$ cat config.mk
export PLATFORM = sky130hd
export DESIGN_NAME = if_id_stage
export DESIGN_NICKNAME = d
export VERILOG_FILES = /design/src/rtl/if_id_stage_pkg.sv /design/src/rtl/if_id_stage_load_use_detect.sv /design/src/rtl/if_id_stage.sv
export SDC_FILE = /design/constraint.sdc
export NUM_CORES = 1
export LEC_CHECK = 0
export CAP_MARGIN = 20
export CORE_UTILIZATION = 25
export DETAILED_ROUTE_END_ITERATION = 8
export DONT_BUFFER_PORTS = 1
export PLACE_DENSITY_LB_ADDON = 0.15
export SETUP_SLACK_MARGIN = 0.3
export SKIP_CTS_REPAIR_TIMING = 1
export SLEW_MARGIN = 20
export SYNTH_ARGS = -nofsm -noshare
export SYNTH_HDL_FRONTEND = slang
export SYNTH_SLANG_ARGS = --single-unit
$ cat constraint.sdc
create_clock -name clk -period 1.96 [get_ports clk]
set_clock_uncertainty 0.1 [all_clocks]
set_input_delay 0.294 -clock clk [delete_from_list [all_inputs] [get_ports clk]]
set_output_delay 0.294 -clock clk [all_outputs]
set_load 0.03 [all_outputs]
$ cat src/rtl/if_id_stage_pkg.sv
// Shared RV32I constants for the IF/ID register and its hazard detector.
// Opcode classification helpers are reused by the decode and hazard stages.
package if_id_stage_pkg;

  localparam int XLEN = 32;
  localparam logic [31:0] NOP_INSTR = 32'h0000_0013;

  localparam logic [6:0] OP_LOAD   = 7'b0000011;
  localparam logic [6:0] OP_STORE  = 7'b0100011;
  localparam logic [6:0] OP_BRANCH = 7'b1100011;
  localparam logic [6:0] OP_RTYPE  = 7'b0110011;
  localparam logic [6:0] OP_LUI    = 7'b0110111;
  localparam logic [6:0] OP_AUIPC  = 7'b0010111;
  localparam logic [6:0] OP_JAL    = 7'b1101111;

  localparam int OPCODE_LSB = 0;
  localparam int OPCODE_MSB = 6;
  localparam int RS1_LSB    = 15;
  localparam int RS1_MSB    = 19;
  localparam int RS2_LSB    = 20;
  localparam int RS2_MSB    = 24;

  function automatic logic uses_rs1(input logic [6:0] opcode);
    return !(opcode == OP_LUI || opcode == OP_AUIPC || opcode == OP_JAL);
  endfunction

  function automatic logic uses_rs2(input logic [6:0] opcode);
    return (opcode == OP_RTYPE || opcode == OP_STORE || opcode == OP_BRANCH);
  endfunction

endpackage

$ cat src/rtl/if_id_stage_load_use_detect.sv
// Combinational load-use detector: flags an instruction that reads the
// destination of a load still sitting in ID/EX.
module load_use_detect
  import if_id_stage_pkg::*;
(
  input  logic [31:0] instr,
  input  logic        valid,
  input  logic        idex_memread,
  input  logic [4:0]  idex_rd,
  output logic        hazard
);

  logic [6:0] opcode;
  logic [4:0] rs1;
  logic [4:0] rs2;
  logic       rs1_match;
  logic       rs2_match;
  logic       unused_bits;

  assign opcode = instr[OPCODE_MSB:OPCODE_LSB];
  assign rs1    = instr[RS1_MSB:RS1_LSB];
  assign rs2    = instr[RS2_MSB:RS2_LSB];

  assign unused_bits = ^{instr[31:25], instr[14:7]};

  // An unused register field may carry an immediate that happens to match rd.
  assign rs1_match = uses_rs1(opcode) && (rs1 == idex_rd);
  assign rs2_match = uses_rs2(opcode) && (rs2 == idex_rd);

  assign hazard = valid && idex_memread && (idex_rd != 5'd0) && (rs1_match || rs2_match);

endmodule

$ cat src/rtl/if_id_stage.sv
// IF/ID pipeline register with flush-over-stall priority, load-use stall
// control for the PC, and saturating stall/flush event counters.
module if_id_stage #(
  parameter int              XLEN      = if_id_stage_pkg::XLEN,
  parameter logic [XLEN-1:0] NOP_INSTR = XLEN'(if_id_stage_pkg::NOP_INSTR),
  parameter int              CNT_W     = 16
) (
  input  logic             clk,
  input  logic             rst,
  input  logic [XLEN-1:0]  instr_in,
  input  logic [XLEN-1:0]  pc_in,
  input  logic [XLEN-1:0]  pcp4_in,
  input  logic             pcsrc,
  input  logic             idex_memread,
  input  logic [4:0]       idex_rd,
  output logic [XLEN-1:0]  instr_out,
  output logic [XLEN-1:0]  pc_out,
  output logic [XLEN-1:0]  pcp4_out,
  output logic             valid_out,
  output logic             pc_write,
  output logic             bubble_idex,
  output logic [CNT_W-1:0] stall_cnt,
  output logic [CNT_W-1:0] flush_cnt
);

  import if_id_stage_pkg::*;

  localparam logic [CNT_W-1:0] CNT_ONE = {{(CNT_W-1){1'b0}}, 1'b1};
  localparam logic [CNT_W-1:0] CNT_MAX = {CNT_W{1'b1}};

  logic hazard;

  load_use_detect u_load_use_detect (
    .instr        (instr_out),
    .valid        (valid_out),
    .idex_memread (idex_memread),
    .idex_rd      (idex_rd),
    .hazard       (hazard)
  );

  // A taken branch redirects the PC even when decode is stalled.
  assign pc_write    = ~hazard | pcsrc;
  assign bubble_idex = hazard & ~pcsrc;

  always_ff @(posedge clk or negedge rst) begin
    if (!rst) begin
      instr_out <= NOP_INSTR;
      pc_out    <= '0;
      pcp4_out  <= '0;
      valid_out <= 1'b0;
      stall_cnt <= '0;
      flush_cnt <= '0;
    end else if (pcsrc) begin
      instr_out <= NOP_INSTR;
      pc_out    <= '0;
      pcp4_out  <= '0;
      valid_out <= 1'b0;
      if (flush_cnt != CNT_MAX) begin
        flush_cnt <= flush_cnt + CNT_ONE;
      end
    end else if (hazard) begin
      if (stall_cnt != CNT_MAX) begin
        stall_cnt <= stall_cnt + CNT_ONE;
      end
    end else begin
      instr_out <= instr_in;
      pc_out    <= pc_in;
      pcp4_out  <= pcp4_in;
      valid_out <= 1'b1;
    end
  end

endmodule

Word level (Yosys, flattened, before mapping)
Cells that the tools add are included.
- register bits: 129
- word-level logic and storage cells: 45
- reduce and logical (&&, ||, !) cells: 14
- equal/unequal tests: 11
- add/subtract/negate cells: 2
- bitwise logic cells: 4
- multiplexer cells: 8
- operators with widths (cell ; count):
    32-bit 2-to-1 mux ; 6
    16-bit by 1-bit adder with 16-bit output (second input constant) ; 2
    16-bit != test (second input constant) ; 2
    7-bit by 6-bit == test with 1-bit output (second input constant) ; 3
    7-bit == test (second input constant) ; 2
    5-bit == test ; 2
    7-bit by 5-bit == test with 1-bit output (second input constant) ; 1
    1-bit logical AND ; 5
    1-bit logical OR ; 5
    5-bit nonzero test ; 1
    3-bit AND reduction ; 1
    1-bit 2-to-1 mux ; 2
    2-bit != test (second input constant) ; 1
    1-bit NOT ; 2
    2-bit AND reduction ; 1
    1-bit AND ; 1
    1-bit logical NOT ; 1
    1-bit bitwise OR ; 1

Logic depth before layout (Yosys ltp)
Gate-level depths: netlist of run 1.
- depth in word-level cells: 9
- gate-level depth with buffers: 9
- mapped depth without buffers: 7

Modules after synthesis
A second synthesis of run 1 with hierarchy kept.
- cell total of the unflattened synthesis: 481
- area total of the unflattened synthesis: 5620.4 µm²
- modules (own cells, without submodules) (module ; seq. area each (µm²) ; cells an instance ; instances ; area each (µm²)):
    if_id_stage ; 3231.8 ; 458 ; 1 ; 5442.7
    load_use_detect ; 0.0 ; 23 ; 1 ; 177.7

Worst setup path after synthesis of run 1
OpenSTA, ideal clock, no wires.
- path kind: register to output
- start: reg instr_out[6]
- end: out bubble_idex
- slack: -0.226 ns
- path buffers: 2
- arrival: 1.792 ns
- stages on the path, launching flop included: 8
- path through: dfrtp_1 -> and3_1 -> a31o_1 -> a31o_2 -> a21o_4 -> buf_6 -> inv_2 -> buf_2
- cells in the longest elaborated chain, start to end: 8
- elaborated cells on any way between the ends: 16
- RTL lines (item ; line ; source):
    from (decl) ; if_id_stage.sv:16 ; output logic [XLEN-1:0] instr_out,
    from (signal assigned) ; if_id_stage.sv:66 ; instr_out <= instr_in;
    7-bit by 6-bit == test with 1-bit output or 7-bit by 5-bit == test with 1-bit output (tied branches) ; if_id_stage_pkg.sv:24 ; return !(opcode == OP_LUI || opcode == OP_AUIPC || opcode == OP_JAL);
    1-bit logical OR (2 in series) ; if_id_stage_pkg.sv:24 ;
    1-bit logical NOT ; if_id_stage_pkg.sv:24 ;
    1-bit logical AND ; if_id_stage_load_use_detect.sv:27 ; assign rs1_match = uses_rs1(opcode) && (rs1 == idex_rd);
    1-bit logical OR (*) ; if_id_stage_load_use_detect.sv:30 ; assign hazard = valid && idex_memread && (idex_rd != 5'd0) && (rs1_match || rs2_match);
    1-bit logical AND (*) ; if_id_stage_load_use_detect.sv:30 ;
    1-bit AND (*) ; if_id_stage.sv:43 ; assign bubble_idex = hazard & ~pcsrc;
    to (decl) ; if_id_stage.sv:21 ; output logic bubble_idex,
Every way passes the cells marked *; elsewhere a longest branch is shown, timed or not.

Worst setup path after layout of run 1
Ends and elaborated chain as after synthesis.

==> results of run 1 <==
-- final timing paths --
kind                            slack [ns]                  endpoint  cells past startpoint
worst min register to register        0.49  instr_out[5]$_DFFE_PN0P_                      2
min in group clk                      0.09  flush_cnt[5]$_DFFE_PN0P_                      3
worst min-delay path                 -0.52    pc_out[31]$_DFFE_PN0P_                      0
worst max register to register       -0.29   pcp4_out[0]$_DFFE_PN0P_                      9
max in group asynchronous             1.95    pc_out[29]$_DFFE_PN0P_                      0
worst max-delay path                 -0.38               bubble_idex                      6
-- power groups by stage --
stage	registers, mW	logic (mW)	clock network, mW
final	3.16	1.09	3.55
after CTS	3.16	0.848	3.66
after detailed placement	3.20	0.844	0
after global placement	3.20	0.831	0
after floorplan	3.41	0.307	0
after global routing	3.19	1.18	3.77
-- metrics by stage --
| stage | utilization (%) | worst slack [ns] | instances | hold slack, ns | setup TNS, ns |
|---|---|---|---|---|---|
| 6_report | 39.31 | -0.3838 | 1058 | -0.5234 | -14.74 |
| 5_1_grt | 39.31 | -0.4653 | 1058 | -0.5597 | -24.04 |
| 4_1_cts | 32.98 | -0.5489 | 943 | -0.5506 | -15.67 |
| 3_5_place_dp | 30.00 | -0.3547 | 911 | -0.09905 | -27.83 |
| 3_3_place_gp | 30.00 | -0.2749 | 911 | -0.09835 | -21.73 |
| 2_1_floorplan | - | -0.08241 | 581 | -0.1016 | -0.5014 |
-- kinds of logic after synthesis --
group / after synthesis / synth area share [%]
AND/OR/NAND/NOR: 196 / 17.32
flip-flops: 129 / 57.73
multiplexers: 2 / 0.4023
buffers and inverters: 119 / 9.164
AO/OA/AOI/OAI: 97 / 9.298
adder cells (fa/ha/maj): 2 / 0.4470
XOR/XNOR: 36 / 5.633
-- state kept, by name (all words and copies together) (netlist names) --
signal / count
pcp4_out: 32
stall_cnt: 16
valid_out: 1
instr_out: 32
flush_cnt: 16
pc_out: 32
-- worst max-delay path: stages (launching register included) --
cell,delay [ns]
dfrtp_2,0.43
and3_1,0.17
a31o_1,0.22
a31o_2,0.28
a21o_4,0.24
clkinv_4,0.07
buf_12,0.13
-- synth_stat cells (2+ instances only) --
master     number  area (um^2)
xor2_1         23        201.4
nand2_1        41        153.9
nand4_1         6        37.54
and2_1          2        12.51
nor2_1         10        37.54
buf_2           5        25.02
o21ai_0        85        425.4
mux2_2          2        22.52
a21oi_1         2        10.01
nor4_1          5        31.28
buf_1           3        11.26
a2111oi_0       2        17.52
nor3_1          9        45.04
inv_1          85        319.1
a31oi_1         3        18.77
dfrtp_1       126         3153
nand3_1       109        545.5
buf_4          12        90.09
and4_1          2        17.52
xnor2_1        13        113.9
dfstp_2         3        78.83
and3_1          6        37.54
buf_6           2        22.52
ha_1            2        25.02
clkbuf_1       11        41.29
-- cell type report --
cell class                 instances  share of cell area [%]
inverter                          86                   3.809
multi-input combinational        334                   24.93
clock buffer                      18                   4.987
timing repair buffer             197                   21.69
tap                              280                   4.071
clock inverter                    14                   2.617
sequential                       129                   37.89
-- cell usage in the layout, fill, tap and decap left out, drive strengths merged, types with 6 or more instances in the layout --
cell type,Yosys,final
buf,22,97
nand3,109,109
inv,86,90
clkbuf,11,21
nand4,6,6
and3,7,7
dfrtp,126,126
xor2,23,23
nor2,11,11
o21ai,85,85
xnor2,13,13
dlygate4sd3,0,97
nor3,9,9
nand2,41,41
-- per-layer routing --
metal / vias to the layer above / global-route usage, %
met2: 179 / 22.03
met3: 13 / 6.587
li1: 2308 / -
met4: 0 / 4.010
met1: 2300 / 14.45
met5: - / 0
==> impl_metrics.ini, run 1 <==
[drt]
route.met3.wl_mm = 1.624
first_iter_violations = 201
vias = 4800
vias_per_cell = 4.537
drt-total-wl_mm = 17.45
wl_met2_mm = 8.537
wl_met1_mm = 7.116
ant_nets = 0
top_layer_used = met4
routedWlPerCell_um = 16.49
drc = 0
dr.pass1.iters = 5

[cts]
cts_tree = done
cts_buffers = 17
clkTransAtPathRegs_ns = 0.06
clock_path_buffers = 2
htree_levels = 4
clk_latency_ns = 0.41
root_buffer = clkbuf_16
clkSinkCount = 129

[timing]
hold_viol = 129
fin_crit_sh_pct = 119.6
rsz0062_at_grt = true
timing.hold.ws_ns = -0.5234
max_freq_mhz = 426.6
tightest_slew_ns = 1.015
finalSetupViolCount = 98
maxSlewViolCount = 0
slew_headroom_pct = 32.36
fin_crit_ns = 2.344
setup_ws_ns = -0.3838

[layout]
layout-drive-gt1-share_pct = 26.48
fin_area_um2 = 8606
area_growth_pct = 53.73
fin_nets = 872
fill_cells = 2101
multiInputGateArea_um2 = 2146
register_area_um2 = 3261
diodes = 0

[power]
clock_power_share_pct = 45.5
p_per_area_nw_per_um2 = 906.6
seq_power_share_pct = 40.6
comb_power_share_pct = 14.0
finalPower_mw = 7.802
p_leak_nw = 3.959
ir_drop_v = 0.0004837
switching_share_pct = 27.79
switchingPower_mw = 2.168
p_int_mw = 5.634

[synth]
syn_area_um2 = 5598
synthCells = 581
seq_area_frac_synth_pct = 57.73
syn_nets = 688
yosysWarnings = 0
yosysUniqueCellTypes = 37
synthFlopType = dfrtp_1
syn_area_per_cell_um2 = 9.635
async_reset_ff_share_pct = 100.0
synth_edf_count = 0
ys_seq_elements = 129

[global_routing]
grt_pass1_wl_mm = 22.68
grt_remaining_overflow = 0
grt_max_degree = 130
first_global_vias = 4258
track_usage_pct = 13.13
antenna_found_initial = 0

[run_status]
violations = hold timing, setup timing
status = complete, but fails checks

[floorplanning]
rows = 54
ios = 236
dieArea_um2 = 22990
dieWidth_um = 151.6
fp.dieH_um = 151.6
core_um2 = 21890
initial_core_util_pct = 25.57

[setup_path]
required_ns = 1.57
crit_path_max_fanout = 6
path_class = register to output port
end_kind = output port
startpoint_type = register
timing.rr.start = instr_out[6]$_DFFE_PN0P_
crit_arrival_ns = 1.95
critPathLaunch = instr_out[6]$_DFFE_PN0P_

[placed_design]
gp_congestion = 0.7123
place_area_um2 = 6566
dp_hpwl_mm = 11.03
io_buffers = 0

[flow_run]
maxCapViolations = 0

[worst_hold_path]
hold_class = primary input to asynchronous set/reset pin
(Power assumes the default switching activity.)
==> run 2: changes to the inputs <==
- ABC_CLOCK_PERIOD_IN_PS: unset -> 1960
==> results of run 2 <==
Same layout as run 1: the final DEF is identical, and so are final timing and power.
==> run 3: changes to the inputs <==
- CTS_BUF_LIST: unset -> sky130_fd_sc_hd__clkbuf_4
- SETUP_SLACK_MARGIN: 0.3 -> 0.02
==> run 3 against run 2 <==
Effect of this change:
- the flow still finishes with violations (hold timing, setup timing)
- sequential share of layout area grew 2.6 points
- combinational power shrank 7%
- flip-flop and latch count is the same
- non-clock buffer count shrank 17
- sequential power is essentially flat
- via count shrank 0.60%
- first-iteration DRC count shrank 28%
- hold slack lost 0.13 ns
- largest cell class unchanged
==> impl_metrics.ini, run 3 (synthesis gave the netlist of run 1 again) <==
[floorplanning]
dieWidth_um = 151.6
initial_core_util_pct = 25.57
fp.dieH_um = 151.6
ios = 236
rows = 54
core_um2 = 21890
dieArea_um2 = 22990

[timing]
finalSetupViolCount = 91
slew_headroom_pct = 33.82
tightest_slew_ns = 0.9927
setup_tns_ns = -11.75
setup_ws_ns = -0.4669
maxSlewViolCount = 0
timing.hold.ws_ns = -0.6506
fin_crit_ns = 2.427
hold_viol = 129
max_freq_mhz = 412.1
rsz0062_at_grt = true
fin_crit_sh_pct = 123.8

[placed_design]
place_area_um2 = 6385
dp_hpwl_mm = 10.65
io_buffers = 0
gp_congestion = 0.7589
dpl_worst_slack_ns = -0.3527

[global_routing]
antenna_found_initial = 1
grt_pass1_wl_mm = 22.55
grt_remaining_overflow = 0
first_global_vias = 4307
grt_max_degree = 130
track_usage_pct = 13.08

[power]
clock_power_share_pct = 31.4
switchingPower_mw = 2.002
finalPower_mw = 6.072
p_per_area_nw_per_um2 = 757.5
ir_drop_v = 0.0003165
comb_power_share_pct = 16.7
switching_share_pct = 32.96
seq_power_share_pct = 51.9
p_int_mw = 4.071
p_leak_nw = 3.741

[drt]
ant_nets = 0
vias = 4771
drt-total-wl_mm = 17.38
dr.pass1.iters = 4
routedWlPerCell_um = 16.69
first_iter_violations = 145
drc = 0
vias_per_cell = 4.583

[cts]
clk_latency_ns = 0.52
root_buffer = clkbuf_4
clock_path_buffers = 2
cts_tree = done
htree_levels = 4
cts_buffers = 17
clkTransAtPathRegs_ns = 0.13
clkSinkCount = 129

[layout]
layout.cells.most_common = dfrtp_1
area_growth_pct = 43.21
multiInputGateArea_um2 = 2061
fin_nets = 854
top_regs = instr_out x32, pc_out x32, pcp4_out x32
fin_area_um2 = 8016
layout-drive-gt1-share_pct = 21.97
fin_util_pct = 36.62
layout_common_cells = dfrtp_1, nand3_1, dlygate4sd3_1, inv_1, buf_4
register_area_um2 = 3247
fill_cells = 2172

[flow_run]
maxCapViolations = 0

[setup_path]
cp_slowest_stage_delay_ns = 0.45
path_cells = and3_1 -> a31o_1 -> a31o_4 -> a21o_4 -> clkinv_4 -> buf_12
slowest_stage = dfrtp_2
crit_arrival_ns = 2.03
timing.rr.start = instr_out[6]$_DFFE_PN0P_
critPathLaunch = instr_out[6]$_DFFE_PN0P_
cp_num_buf_inv = 2
path_class = register to output port
crit_path_max_fanout = 6
startpoint_type = register
end_kind = output port
cp_top_family = compound AO/OA/AOI/OAI gates
required_ns = 1.57

[worst_hold_path]
hold_class = primary input to asynchronous set/reset pin

[run_status]
status = complete, but fails checks
violations = hold timing, setup timing
## run 3: cell count changes in the layout (fill, tap and decap cells not counted), sizes merged
| cell | delta |
|---|---|
| a21o | -1 |
| inv | -1 |
| clkinvlp | +4 |
| clkinv | +1 |
| buf | -18 |
| bufinv | -3 |
| diode | +1 |
## run 3: power by group through the flow
stage                     sequential (mW)  combinational [mW]  clock [mW]
after global routing                 3.18                1.11        2.11
after detailed placement             3.20               0.832           0
after floorplan                      3.41               0.297           0
final                                3.15                1.01        1.91
after global placement               3.20               0.816           0
after CTS                            3.15               0.834        2.01
## run 3: area by class of cell
type                    count  area share [%]
clock inverters            15           1.998
flip-flops and latches    129           40.50
repair buffers            180           21.71
clock buffers              17           1.592
diodes                      1         0.03122
well taps                 280           4.370
inverters                  86           4.089
multi-input cells         333           25.71
## run 3: final timing paths
| kind | slack, ns | cells after the start | to |
|---|---|---|---|
| worst max-delay path | -0.47 | 6 | bubble_idex |
| worst min-delay path | -0.65 | 0 | pc_out[25]$_DFFE_PN0P_ |
| worst max register to register | -0.27 | 8 | stall_cnt[3]$_DFFE_PN0P_ |
| worst min register to register | 0.50 | 3 | instr_out[4]$_DFFE_PN1P_ |
| max in group asynchronous | 2.00 | 0 | instr_out[0]$_DFFE_PN1P_ |
| min in group clk | 0.05 | 3 | flush_cnt[5]$_DFFE_PN0P_ |
## run 3: metrics by stage
stage,cells,hold slack (ns)
after floorplan,581,-0.1016
after global placement,896,-0.09842
after detailed placement,896,-0.09877
after CTS,928,-0.7280
after global routing,1041,-0.7517
final,1041,-0.6506
## run 3: per-layer routing
layer  vias up  routed length (um)  track usage [%]
met5         -                   0                0
met4         0                 160            4.406
met3        12                1584            6.048
met2       185                8543            22.33
met1      2307                7088            14.25
li1       2267                   -                -
